**src/rtl/seven_segment_scan_reader_if.sv**
```systemverilog
// Bus bundle for the seven-segment scan reader: the sampled display lines in, recovered digits and pulses out.
// The display side (master) drives segments/anodes; the reader (slave) drives results and debug state.
interface seven_segment_scan_reader_if #(
  parameter int NUM_DIGITS = 4
);
  logic                    segment_a_i;
  logic                    segment_b_i;
  logic                    segment_c_i;
  logic                    segment_d_i;
  logic                    segment_e_i;
  logic                    segment_f_i;
  logic                    segment_g_i;
  logic [NUM_DIGITS-1:0]   anode_i;
  logic [4*NUM_DIGITS-1:0] digits_o;
  logic [NUM_DIGITS-1:0]   digit_valid_o;
  logic                    frame_valid_o;
  logic                    pattern_err_o;
  logic [7:0]              dbg_cnt;
  logic                    dbg_captured;

  modport master (
    output segment_a_i, segment_b_i, segment_c_i, segment_d_i,
           segment_e_i, segment_f_i, segment_g_i, anode_i,
    input  digits_o, digit_valid_o, frame_valid_o, pattern_err_o,
           dbg_cnt, dbg_captured
  );

  modport slave (
    input  segment_a_i, segment_b_i, segment_c_i, segment_d_i,
           segment_e_i, segment_f_i, segment_g_i, anode_i,
    output digits_o, digit_valid_o, frame_valid_o, pattern_err_o,
           dbg_cnt, dbg_captured
  );
endinterface

```
**src/rtl/seven_segment_scan_reader.sv**
```systemverilog
// Recovers hex digits from a multiplexed seven-segment bus, flags illegal patterns, pulses per full frame.
// Optional macro SEVEN_SEGMENT_READER_ACTIVE_HIGH_EN: treat segment/anode inputs as active-high.
module seven_segment_scan_reader #(
  parameter int NUM_DIGITS    = 4,
  parameter int STABLE_CYCLES = 8
) (
  input logic clk_i,
  input logic rst_i,
  seven_segment_scan_reader_if.slave bus
);
  localparam int                    W        = NUM_DIGITS + 7;
  localparam logic [7:0]            CAP_CNT  = 8'(STABLE_CYCLES - 1);
  localparam logic [NUM_DIGITS-1:0] ALL_SEEN = '1;

  logic [W-1:0]            raw, sync1, sync2, s_val, p_val;
  logic [7:0]              cnt, cnt_inc;
  logic                    captured;
  logic [NUM_DIGITS-1:0]   seen, anode_low;
  logic [4*NUM_DIGITS-1:0] digits_r;
  logic [NUM_DIGITS-1:0]   valid_r;
  logic                    frame_r, err_r;
  logic                    active, stable;
  logic [3:0]              dec_val;
  logic                    dec_ok;

  assign raw = {bus.anode_i, bus.segment_a_i, bus.segment_b_i, bus.segment_c_i,
                bus.segment_d_i, bus.segment_e_i, bus.segment_f_i, bus.segment_g_i};

`ifdef SEVEN_SEGMENT_READER_ACTIVE_HIGH_EN
  assign s_val = ~sync2;
`else
  assign s_val = sync2;
`endif

  // anode_low is the one-hot "digit selected" vector when exactly one anode is driven low
  assign anode_low = ~s_val[W-1:7];
  assign active    = $onehot(anode_low);
  assign stable    = active && (s_val == p_val);
  assign cnt_inc   = (cnt == 8'hFF) ? cnt : cnt + 8'd1;

  always_comb begin
    dec_ok  = 1'b1;
    dec_val = 4'h0;
    case (s_val[6:0])
      7'b0000001: dec_val = 4'h0;
      7'b1001111: dec_val = 4'h1;
      7'b0010010: dec_val = 4'h2;
      7'b0000110: dec_val = 4'h3;
      7'b1001100: dec_val = 4'h4;
      7'b0100100: dec_val = 4'h5;
      7'b0100000: dec_val = 4'h6;
      7'b0001111: dec_val = 4'h7;
      7'b0000000: dec_val = 4'h8;
      7'b0000100: dec_val = 4'h9;
      7'b0001000: dec_val = 4'hA;
      7'b1100000: dec_val = 4'hB;
      7'b0110001: dec_val = 4'hC;
      7'b1000010: dec_val = 4'hD;
      7'b0110000: dec_val = 4'hE;
      7'b0111000: dec_val = 4'hF;
      default:    dec_ok  = 1'b0;
    endcase
  end

  always_ff @(posedge clk_i) begin
    if (rst_i) begin
      sync1    <= '0;
      sync2    <= '0;
      p_val    <= '0;
      cnt      <= 8'd0;
      captured <= 1'b0;
      seen     <= '0;
      digits_r <= '0;
      valid_r  <= '0;
      frame_r  <= 1'b0;
      err_r    <= 1'b0;
    end else begin
      sync1   <= raw;
      sync2   <= sync1;
      p_val   <= s_val;
      frame_r <= 1'b0;
      err_r   <= 1'b0;
      if (!stable) begin
        cnt      <= 8'd0;
        captured <= 1'b0;
      end else begin
        cnt <= cnt_inc;
        // captured flag guarantees one capture per dwell even after saturation
        if (cnt_inc == CAP_CNT && !captured) begin
          captured <= 1'b1;
          err_r    <= !dec_ok;
          for (int k = 0; k < NUM_DIGITS; k++) begin
            if (anode_low[k]) begin
              if (dec_ok) digits_r[4*k +: 4] <= dec_val;
              valid_r[k] <= dec_ok;
            end
          end
          if ((seen | anode_low) == ALL_SEEN) begin
            frame_r <= 1'b1;
            seen    <= '0;
          end else begin
            seen <= seen | anode_low;
          end
        end
      end
    end
  end

  assign bus.digits_o      = digits_r;
  assign bus.digit_valid_o = valid_r;
  assign bus.frame_valid_o = frame_r;
  assign bus.pattern_err_o = err_r;
  assign bus.dbg_cnt       = cnt;
  assign bus.dbg_captured  = captured;
endmodule

```
**src/flat_wrapper.sv**
```systemverilog
// flat-port wrapper written by rule: the top's interface ports become plain ports
module seven_segment_scan_reader_flat 
#(
  parameter int NUM_DIGITS    = 4,
  parameter int STABLE_CYCLES = 8
)
  (clk_i, rst_i, bus_segment_a_i, bus_segment_b_i, bus_segment_c_i, bus_segment_d_i, bus_segment_e_i, bus_segment_f_i, bus_segment_g_i, bus_anode_i, bus_digits_o, bus_digit_valid_o, bus_frame_valid_o, bus_pattern_err_o, bus_dbg_cnt, bus_dbg_captured);
  seven_segment_scan_reader_if #(.NUM_DIGITS(NUM_DIGITS)) bus_i ();
  input logic clk_i;
  input logic rst_i;
  input wire logic [$bits(bus_i.segment_a_i)-1:0] bus_segment_a_i;
  input wire logic [$bits(bus_i.segment_b_i)-1:0] bus_segment_b_i;
  input wire logic [$bits(bus_i.segment_c_i)-1:0] bus_segment_c_i;
  input wire logic [$bits(bus_i.segment_d_i)-1:0] bus_segment_d_i;
  input wire logic [$bits(bus_i.segment_e_i)-1:0] bus_segment_e_i;
  input wire logic [$bits(bus_i.segment_f_i)-1:0] bus_segment_f_i;
  input wire logic [$bits(bus_i.segment_g_i)-1:0] bus_segment_g_i;
  input wire logic [$bits(bus_i.anode_i)-1:0] bus_anode_i;
  output wire logic [$bits(bus_i.digits_o)-1:0] bus_digits_o;
  output wire logic [$bits(bus_i.digit_valid_o)-1:0] bus_digit_valid_o;
  output wire logic [$bits(bus_i.frame_valid_o)-1:0] bus_frame_valid_o;
  output wire logic [$bits(bus_i.pattern_err_o)-1:0] bus_pattern_err_o;
  output wire logic [$bits(bus_i.dbg_cnt)-1:0] bus_dbg_cnt;
  output wire logic [$bits(bus_i.dbg_captured)-1:0] bus_dbg_captured;
  assign bus_i.segment_a_i = bus_segment_a_i;
  assign bus_i.segment_b_i = bus_segment_b_i;
  assign bus_i.segment_c_i = bus_segment_c_i;
  assign bus_i.segment_d_i = bus_segment_d_i;
  assign bus_i.segment_e_i = bus_segment_e_i;
  assign bus_i.segment_f_i = bus_segment_f_i;
  assign bus_i.segment_g_i = bus_segment_g_i;
  assign bus_i.anode_i = bus_anode_i;
  assign bus_digits_o = bus_i.digits_o;
  assign bus_digit_valid_o = bus_i.digit_valid_o;
  assign bus_frame_valid_o = bus_i.frame_valid_o;
  assign bus_pattern_err_o = bus_i.pattern_err_o;
  assign bus_dbg_cnt = bus_i.dbg_cnt;
  assign bus_dbg_captured = bus_i.dbg_captured;
  seven_segment_scan_reader #(.NUM_DIGITS(NUM_DIGITS), .STABLE_CYCLES(STABLE_CYCLES)) u_core (.clk_i(clk_i), .rst_i(rst_i), .bus(bus_i));
endmodule
```
**config.mk**
```make
export PLATFORM = sky130hd
export DESIGN_NAME = seven_segment_scan_reader_flat
export DESIGN_NICKNAME = d
export VERILOG_FILES = /design/src/rtl/seven_segment_scan_reader_if.sv /design/src/rtl/seven_segment_scan_reader.sv /design/src/flat_wrapper.sv
export SDC_FILE = /design/constraint.sdc
export NUM_CORES = 1
export LEC_CHECK = 0
export CORE_MARGIN = 4
export CORE_UTILIZATION = 40
export DETAILED_ROUTE_END_ITERATION = 8
export GPL_TIMING_DRIVEN = 0
export PLACE_DENSITY = 0.63
export SLEW_MARGIN = 20
export SYNTH_ARGS = -nofsm -noshare
export SYNTH_HDL_FRONTEND = slang
export SYNTH_SLANG_ARGS = --single-unit
```
**constraint.sdc**
```tcl
create_clock -name clk_i -period 7.7 [get_ports clk_i]
set_input_delay 1.54 -clock clk_i [delete_from_list [all_inputs] [get_ports clk_i]]
set_output_delay 1.54 -clock clk_i [all_outputs]
set_load 0.005 [all_outputs]
```
==> results.md, run 1 <==
- Status: finished clean
- Slew HR: 0.614
- Synthesized net count: 316
- Gr ovfl total: 0
- Critical path launch point: u_core.s_val[7]$_SDFF_PP0_
- 1st-pass router iterations: 4
- Worst hold path class: register to register
- Worst EP required: 7.94 ns
- Clock latency on the worst-skew pair: 0.34 ns
- Post-placement cell area: 0.00357 mm^2
- Worst R2R End: u_core.bus.digits_o[1]$_SDFFE_PP0P_
- Die X: 94.8 um
- H-tree depth: 3
- Minimum clock period: 2.97 ns
- Post-CTS setup buffers: 0
- Hold Path Depth: 1
- Critical path's most frequent cell: ha_1
- Routed Antenna Nets: 0
- Hold Fails Final Rpt: 0
- Hold slack: 0.437 ns
- Initial antenna violation count: 0
- Via count: 2,284
- Port Buf Inserts: 43
- Psw: 0.168 mW
- Worst path slowest cell: fa_1
- Die Y: 94.8 um
- ANT cells: 0
- Cell Area, Synth: 0.00301 mm^2
- Clock power frac: 0.404
- Max frequency: 0.337 GHz
- # hold bufs at CTS: 0
- Total GRT Usage: 0.146
- DR DRC count: 0
- Wirelength per Cell: 13.0 um
- Row cnt: 31
- Crit Reg-Reg Startpoint: u_core.s_val[7]$_SDFF_PP0_
- Flop2flop setup slack: 4.73 ns
- Min-Delay Endpoint: u_core.s_val[10]$_SDFF_PP0_
- Synth Flop Type: dfxtp_1
- Critical path arrival: 3.21 ns
- Power Internal: 0.530 mW
- Final-report max-slew violation count: 0
- Cells on worst reg2reg path: 9
- Design area: 0.00376 mm^2
- Share of layout cells above drive strength 1: 0.137
- Hold path start: u_core.sync1[10]$_SDFF_PP0_
- Yosys reg bits: 68
- Sequential area share after synthesis: 0.452
- Most common cell in the netlist: dfxtp_1
- Top cells by area, synth: dfxtp_1 (45%), nor2b_1 (6.0%), mux2i_1 (4.3%)
- Synthesized netlist cell count: 298
- Worst-case clock skew: 0.00989 ns
- Nets: 370
- Max_cap viols: 0
- Synth top area share: 0.452
- RSZ-0062 raised after global routing: no
- Post-cts sizing count: 0
- Buffer depth of the longest clock path: 2
- GP Congestion: 0.858
- Critical path type: register to register
- I/O pins: 44
- Warnings from Yosys: 0
- Routed WL: 5920 um
- Critical path, cell by cell: inv_1 -> ha_1 -> ha_1 -> fa_1 -> nor4b_2 -> nand4_4 -> nor3_4 -> a21oi_2 -> a22o_1
- # fillers: 730
- Clock Tree Root: clkbuf_8
- Peak VDD IR: 0.105 mV
- Crit-path leading delay family: simple AND/OR/NAND/NOR gates
- Worst-Margin Slew: 0.580 ns
- CTS tree: built
- Largest net degree at the start of global routing: 13
- Number of flops mapped to enable cells by yosys: 0
- Commonest cells in the netlist: dfxtp_1 (68), nor2b_1 (29), nor2_1 (27), mux2i_1 (13), xor2_1 (13)
- Leakage: 1.42 nW
- Final critical-path share of the clock period: 0.385
- DPL Wire Length: 4390 um
- CP max FO: 6
- Yosys cell types: 64
- Pwr dens: 186 mW/mm^2
- Cts bufs inserted: 9
- Synth area leader: dfxtp_1
- Syn Area/Cell: 10.1 um^2
- Synth-to-Final Area Change: 24.8%
- Vias per Instance: 5.01
- Die area: 0.00899 mm^2
- Finish-stage setup viols: 0
- Worst Path Buf+Inv: 1
- Sum Neg Setup Slack: 0 ns
- Startpoint types: register
- Crit. End Element: register
- Initial DRC Count: 72
- Core Area: 0.00729 mm^2
- First-pass GRT wire length: 10,200 um
- Clock Pin Slew Worst Setup and Hold Paths: 0.08 ns
- Combinational power share: 0.077
- Initial core utilization: 0.413
- Sequential share of power: 0.519
- Largest stage delay, worst path: 0.46 ns
- Sw Share: 0.241
- Vias in the first global route: 2,191
- Total clock sinks: 68
- FFs w/ async S/R, synth: 0
layer usage:
metal / GRT usage / share of wire / up-vias / wire [um]
met5: 0 / 0 / - / 0
met4: 0.0397 / 0.010 / 0 / 61
met3: 0.0526 / 0.050 / 7 / 296
met2: 0.241 / 0.49 / 45 / 2890
met1: 0.179 / 0.45 / 1082 / 2670
li1: - / - / 1150 / -
cell usage in the layout, fill, tap and decap left out, drive strengths merged, types with 2 or more instances in the layout:
cell / instances
and3b: 2
clkbuf: 15
and3: 2
nor2b: 29
and4: 3
xnor2: 2
a211oi: 5
nor3: 10
nand2b: 9
o211ai: 2
nand2: 10
ha: 4
inv: 7
o22ai: 2
buf: 13
a31oi: 4
xor2: 14
a21oi: 9
o21ai: 4
nand3: 8
clkinv: 3
nand4: 4
nor4b: 5
clkinvlp: 3
nor2: 28
dfxtp: 68
mux2i: 13
nor4: 5
a22o: 8
clkdlybuf4s50: 43
power groups by stage:
| stage | registers [mW] | clock network, mW | logic (mW) |
|---|---|---|---|
| after CTS | 0.363 | 0.291 | 0.0545 |
| after global placement | 0.371 | 0 | 0.0537 |
| after detailed placement | 0.371 | 0 | 0.0542 |
| final | 0.363 | 0.282 | 0.0537 |
| after global routing | 0.363 | 0.307 | 0.0600 |
| after floorplan | 0.370 | 0 | 0.0386 |
per-stage QoR:
step           utilization  std cells  setup WS (ns)  total power, mW
2_1_floorplan            -        298           4.95            0.408
3_3_place_gp         0.489        440           4.53            0.424
3_5_place_dp         0.489        440           4.53            0.425
4_1_cts              0.515        456           4.71            0.708
5_1_grt              0.515        456           4.54            0.730
6_report             0.515        456           4.73            0.699
registers in the layout, indices dropped and copies added, names as in the netlist:
name,count
u_core.bus.dbg_captured,1
u_core.bus.dbg_cnt,8
u_core.bus.digit_valid_o,4
u_core.bus.digits_o,16
u_core.bus.frame_valid_o,1
u_core.bus.pattern_err_o,1
u_core.p_val,11
u_core.s_val,11
u_core.seen,4
u_core.sync1,11
area by class of cell:
type | instances | area, um^2 | share of cell area
buffer | 19 | 101 | 0.0270
inverter | 7 | 26.3 | 0.00699
clock buffer | 9 | 124 | 0.0330
timing repair buffer | 43 | 430 | 0.115
sequential | 68 | 1360 | 0.362
clock inverter | 7 | 67.6 | 0.0180
multi-input combinational | 204 | 1520 | 0.405
tap | 99 | 124 | 0.0330
kinds of logic (layout without fill, tap and decap cells):
| family | Yosys count | count (layout) | synth area share |
|---|---|---|---|
| fa+ha+maj | 5 | 5 | 0.0233 |
| mux | 14 | 14 | 0.0469 |
| buf+inv | 26 | 85 | 0.0424 |
| xor+xnor | 16 | 16 | 0.0490 |
| compound gates | 43 | 43 | 0.108 |
| flops | 68 | 68 | 0.452 |
| simple gates | 126 | 126 | 0.279 |
worst max-delay path by stage:
stage | endpoint | cells past startpoint
final | u_core.bus.digits_o[1]$_SDFFE_PP0P_ | 9
after global routing | u_core.bus.digits_o[0]$_SDFFE_PP0P_ | 9
after CTS | u_core.bus.digits_o[1]$_SDFFE_PP0P_ | 9
after detailed placement | u_core.sync1[7]$_SDFF_PP0_ | 4
after global placement | u_core.sync1[9]$_SDFF_PP0_ | 4
after floorplan | u_core.bus.digits_o[0]$_SDFFE_PP0P_ | 9
Power figures use the tool's default switching activity.
==> inputs of run 2 (changes only) <==
PLACE_DENSITY = 0.65   (was 0.63)
clock period = 2.6 ns   (was 7.7 ns; I/O delays follow)
==> results.md, run 2 (synthesis results as in run 1) <==
- Status: finished, violations left (was finished clean)
- Failing checks: setup timing
- Crit-path leading delay family: adder cells (was simple AND/OR/NAND/NOR gates)
- Sum Neg Setup Slack: -0.135 ns (was 0 ns)
- I/O pins: 44 (unchanged)
- Cell Count, Final, Fillers Out: 470 (was 456)
- Initial core utilization: 0.413 (unchanged)
- Via count: 2,407 (was 2,284)
- Critical path arrival: 2.90 ns (was 3.21 ns)
- Largest net degree at the start of global routing: 14 (was 13)
- Die X: 94.8 um (unchanged)
- CP max FO: 6 (unchanged)
- Share of layout cells above drive strength 1: 0.232 (was 0.137)
- Gr busiest metal: met2 (unchanged)
- CTS tree: built (unchanged)
- Leakage: 1.54 nW (was 1.42 nW)
- Hold Fails Final Rpt: 0 (unchanged)
- Port Buf Inserts: 43 (unchanged)
- Nets: 384 (was 370)
- Startpoint types: register (unchanged)
- Worst-Margin Slew: 0.580 ns (about the same)
- Final critical-path share of the clock period: 1.02 (was 0.385)
- Met3 global-route usage: 0.0414 (was 0.0526)
- DR DRC count: 0 (unchanged)
- Hold slack: 0.430 ns (was 0.437 ns)
- Clock Pin Slew Worst Setup and Hold Paths: 0.08 ns (about the same)
- Layout Utilization: 0.555 (was 0.515)
- Flop2flop setup slack: -0.05 ns (was 4.73 ns)
- # hold bufs at CTS: 0 (unchanged)
- Clock Tree Root: clkbuf_8 (unchanged)
- Pwr dens: 566 mW/mm^2 (was 186 mW/mm^2)
- Max frequency: 0.377 GHz (was 0.337 GHz)
- Worst-case clock skew: 0.0121 ns (was 0.00989 ns)
- DPL Wire Length: 4490 um (was 4390 um)
- Buffer depth of the longest clock path: 2 (unchanged)
- ANT cells: 0 (unchanged)
- Gr ovfl total: 0 (unchanged)
- Slew HR: 0.613 (was 0.614)
- Most common cell after layout, fill and taps aside: dfxtp_1 (unchanged)
- 1st-pass router iterations: 4 (unchanged)
- Initial antenna violation count: 0 (unchanged)
- Worst hold path class: register to register (unchanged)
- Tot Pwr: 2.29 mW (was 0.699 mW)
- Critical path, cell by cell: inv_4 -> ha_4 -> ha_4 -> fa_1 -> nor4b_4 -> nand4_4 -> nor3_4 -> buf_12 -> a21oi_2 -> a22o_1 (was inv_1 -> ha_1 -> ha_1 -> fa_1 -> nor4b_2 -> nand4_4 -> nor3_4 -> a21oi_2 -> a22o_1)
- Vias in the first global route: 2,241 (was 2,191)
- Routed Antenna Nets: 0 (unchanged)
- Worst EP required: 2.85 ns (was 7.94 ns)
- Finish-stage setup viols: 6 (was 0)
- GRT met1 Usage: 0.201 (was 0.179)
- Total clock sinks: 68 (unchanged)
- Post-placement cell area: 0.00361 mm^2 (was 0.00357 mm^2)
- Critical path's most frequent cell: ha_4 (was ha_1)
- Crit. End Element: register (unchanged)
- Routed WL: 6500 um (was 5920 um)
- Most frequent cells in the layout: dfxtp_1 (64), clkdlybuf4s50_1 (43), nor2b_1 (29) (was dfxtp_1 (68), clkdlybuf4s50_1 (43), nor2b_1 (29))
- Max_cap viols: 0 (unchanged)
- Setup ws final: -0.0498 ns (was 4.73 ns)
- H-tree depth: 3 (unchanged)
- Wirelength per Cell: 13.8 um (was 13.0 um)
- GP Congestion: 0.849 (was 0.858)
- Core Area: 0.00729 mm^2 (unchanged)
- Max FFs per register: 16 (unchanged)
- Final-report max-slew violation count: 0 (unchanged)
- Dpl cells: 440 (unchanged)
- Peak VDD IR: 0.334 mV (was 0.105 mV)
- Row cnt: 31 (unchanged)
- Met2 usage: 0.243 (was 0.241)
- Critical path type: register to register (unchanged)
- Synth-to-Final Area Change: 34.3% (was 24.8%)
- Clock latency on the worst-skew pair: 0.35 ns (was 0.34 ns)
- Vias per Instance: 5.12 (was 5.01)
- Worst path slowest cell: fa_1 (unchanged)
- Die area: 0.00899 mm^2 (unchanged)
- Cts bufs inserted: 9 (unchanged)
- Total GRT Usage: 0.154 (was 0.146)
- Die Y: 94.8 um (unchanged)
- Pre-CTS WS: -0.188 ns (was 4.53 ns)
- RSZ-0062 raised after global routing: yes (was no)
- Minimum clock period: 2.65 ns (was 2.97 ns)
- Worst Path Buf+Inv: 2 (was 1)
- Initial DRC Count: 67 (was 72)
- First-pass GRT wire length: 10,800 um (was 10,200 um)
- Design area: 0.00405 mm^2 (was 0.00376 mm^2)
- Largest stage delay, worst path: 0.49 ns (was 0.46 ns)
## run 2: path summary, 6_finish.rpt
kind / startpoint / to / cells past startpoint
worst max-delay path: u_core.s_val[8]$_SDFF_PP0_ / u_core.bus.digits_o[1]$_SDFFE_PP0P_ / 10
worst min-delay path: u_core.sync1[10]$_SDFF_PP0_ / u_core.s_val[10]$_SDFF_PP0_ / 1
worst max register to register: u_core.s_val[8]$_SDFF_PP0_ / u_core.bus.digits_o[1]$_SDFFE_PP0P_ / 10
worst min register to register: u_core.sync1[10]$_SDFF_PP0_ / u_core.s_val[10]$_SDFF_PP0_ / 1
## run 2: power breakdown
part,leakage (nW),internal (mW),switching [mW]
clock,0.115,0.605,0.432
sequential,0.556,1.06,0.0118
combinational,0.866,0.0850,0.0996
total,1.54,1.75,0.543
## run 2: what timing repair did
action	in CTS	in global routing
setup buffers	7	6
hold endpoints to repair	0	0
resized for setup	10	11
gates cloned	1	0
pin swaps	14	10
endpoints found under the setup margin	29	34
## run 2: cell type report
class,instances,area [um^2]
Multi-Input combinational cell,204,1620
Clock inverter,6,92.6
Fill cell,680,3240
Timing Repair Buffer,57,553
Sequential cell,68,1380
Tap cell,99,124
Inverter,7,36.3
Buffer,19,101
Clock buffer,10,149
## run 2: worst reg2reg max path, delay by kind of cell, from the launching register on
kind | cells | cell delay [ns]
adders and majority gates | 3 | 0.88
AOI/OAI and AO/OA | 2 | 0.28
buffers and inverters | 2 | 0.20
and+or+nand+nor | 3 | 0.84
DFF | 1 | 0.37
## run 2: routing by layer
metal / vias to the layer above / part of all wire / routed length (um)
li1: 1181 / - / -
met1: 1160 / 0.46 / 3000
met2: 57 / 0.48 / 3110
met3: 9 / 0.046 / 302
met4: 0 / 0.015 / 97
met5: - / 0 / 0
==> inputs of run 3 (changes only) <==
ABC_CLOCK_PERIOD_IN_PS = 2600   (was not set)
PLACE_DENSITY = not set   (was 0.65)
SKIP_CTS_REPAIR_TIMING = 1   (was not set)
==> results.md, run 3 (synthesis results as in run 1) <==
- First-pass GRT wire length: 9980 um (was 10,800 um)
- Final-report max-slew violation count: 0 (unchanged)
- Sequential share of power: 0.490 (was 0.467)
- GP Congestion: 0.825 (was 0.849)
- Total GRT Usage: 0.143 (was 0.154)
- Met3 global-route usage: 0.0470 (was 0.0414)
- Sequential Area: 0.00138 mm^2 (unchanged)
- Nets: 380 (was 384)
- Met2 usage: 0.221 (was 0.243)
- Peak VDD IR: 0.446 mV (was 0.334 mV)
- Critical path arrival: 2.91 ns (was 2.90 ns)
- Sw Share: 0.231 (was 0.237)
- Dpl cells: 440 (unchanged)
- Buffer depth of the longest clock path: 2 (unchanged)
- Final critical-path share of the clock period: 1.03 (was 1.02)
- Max frequency: 0.374 GHz (was 0.377 GHz)
- CP max FO: 6 (unchanged)
- I/O pins: 44 (unchanged)
- Crit. End Element: register (unchanged)
- Initial antenna violation count: 0 (unchanged)
- CTS tree: built (unchanged)
- Setup ws final: -0.0709 ns (was -0.0498 ns)
- Hold slack: 0.432 ns (was 0.430 ns)
- Wirelength per Cell: 13.4 um (was 13.8 um)
- Most frequent cells in the layout: dfxtp_1 (64), clkdlybuf4s50_1 (43), nor2b_1 (29) (unchanged)
- Failing checks: setup timing (unchanged)
- Hold Fails Final Rpt: 0 (unchanged)
- Die Y: 94.8 um (unchanged)
- H-tree depth: 3 (unchanged)
- Core Area: 0.00729 mm^2 (unchanged)
- Startpoint types: register (unchanged)
- # fillers: 660 (was 680)
- Sum Neg Setup Slack: -0.608 ns (was -0.135 ns)
- Leakage: 1.52 nW (was 1.54 nW)
- Pwr dens: 549 mW/mm^2 (was 566 mW/mm^2)
- Initial core utilization: 0.413 (unchanged)
- Combinational power share: 0.083 (was 0.081)
- Total clock sinks: 68 (unchanged)
- Routed Antenna Nets: 0 (unchanged)
- Die area: 0.00899 mm^2 (unchanged)
- DPL Wire Length: 4380 um (was 4490 um)
- Vias per Instance: 4.92 (was 5.12)
- Psw: 0.506 mW (was 0.543 mW)
- ANT cells: 0 (unchanged)
- Finish-stage setup viols: 17 (was 6)
- Multi-input gate area: 0.00161 mm^2 (was 0.00162 mm^2)
- Clock latency on the worst-skew pair: 0.34 ns (was 0.35 ns)
- Critical path type: register to register (unchanged)
- 1st-pass router iterations: 6 (was 4)
- Gr busiest metal: met2 (unchanged)
- Clock Pin Slew Worst Setup and Hold Paths: 0.08 ns (about the same)
- Cts bufs inserted: 9 (unchanged)
- Power Internal: 1.68 mW (was 1.75 mW)
- Pre-CTS WS: -0.173 ns (was -0.188 ns)
- Clock Tree Root: clkbuf_8 (unchanged)
- Most common cell after layout, fill and taps aside: dfxtp_1 (unchanged)
- Worst-case clock skew: 0.00844 ns (was 0.0121 ns)
- Worst EP required: 2.84 ns (was 2.85 ns)
- Routed WL: 6230 um (was 6500 um)
- Share of layout cells above drive strength 1: 0.213 (was 0.232)
- RSZ-0062 raised after global routing: yes (unchanged)
- Clock power frac: 0.427 (was 0.452)
- Cell Count, Final, Fillers Out: 466 (was 470)
- Gr ovfl total: 0 (unchanged)
- Port Buf Inserts: 43 (unchanged)
- Worst-Margin Slew: 0.555 ns (was 0.580 ns)
- DR DRC count: 0 (unchanged)
- Via count: 2,291 (was 2,407)
- Initial DRC Count: 88 (was 67)
- Row cnt: 31 (unchanged)
- Synth-to-Final Area Change: 32.1% (was 34.3%)
- Max_cap viols: 0 (unchanged)
- Worst hold path class: register to register (unchanged)
- Vias in the first global route: 2,043 (was 2,241)
- GRT met1 Usage: 0.188 (was 0.201)
- Max FFs per register: 16 (unchanged)
- Largest net degree at the start of global routing: 13 (was 14)
- Status: finished, violations left (unchanged)
- Slew HR: 0.630 (was 0.613)
- Minimum clock period: 2.67 ns (was 2.65 ns)
- Die X: 94.8 um (unchanged)
==> run 3: path summary, 6_finish.rpt <==
| check | startpoint | end | slack, ns | depth (start not counted) |
|---|---|---|---|---|
| worst max register to register | u_core.s_val[7]$_SDFF_PP0_ | u_core.bus.digits_o[0]$_SDFFE_PP0P_ | -0.07 | 10 |
| worst min-delay path | u_core.sync1[10]$_SDFF_PP0_ | u_core.s_val[10]$_SDFF_PP0_ | 0.43 | 1 |
| worst min register to register | u_core.sync1[10]$_SDFF_PP0_ | u_core.s_val[10]$_SDFF_PP0_ | 0.43 | 1 |
| worst max-delay path | u_core.s_val[7]$_SDFF_PP0_ | u_core.bus.digits_o[0]$_SDFFE_PP0P_ | -0.07 | 10 |
==> run 3: final cells by class <==
cell class	count	share of cell area
Buffer	19	0.0255
Multi-Input combinational cell	204	0.404
Sequential cell	68	0.346
Clock buffer	9	0.0311
Tap cell	99	0.0311
Inverter	7	0.00911
Timing Repair Buffer	53	0.131
Clock inverter	7	0.0226
==> run 3: worst max-delay path, stage by stage, from the launching register on <==
cell and delay [ns]:
dfxtp_4 0.38, inv_4 0.05, ha_4 0.23, ha_4 0.15, fa_1 0.48, nor4b_4 0.34, nand4_4 0.23, nor3_4 0.26
buf_12 0.15, a21oi_4 0.05, a22o_1 0.24
==> run 3: through the flow <==
stage	area (um^2)	util	power (mW)
global route	3980	0.546	2.28
floorplan	3060	-	1.22
CTS	3830	0.525	2.21
detailed placement	3610	0.496	1.27
finish	3980	0.546	2.19
global placement	3610	0.496	1.27
==> run 3: metal layers <==
metal / up-vias / share of wire / wire length [um]
met5: - / 0 / 0
met4: 0 / 0.0050 / 31
met3: 2 / 0.047 / 295
met2: 56 / 0.48 / 2990
met1: 1058 / 0.47 / 2910
li1: 1175 / - / -
==> run 3: power by group through the flow <==
stage	combinational, mW	clock, mW	sequential [mW]
after floorplan	0.123	0	1.09
after global placement	0.167	0	1.10
after detailed placement	0.169	0	1.10
after CTS	0.169	0.963	1.07
after global routing	0.202	1.01	1.07
final	0.181	0.933	1.07
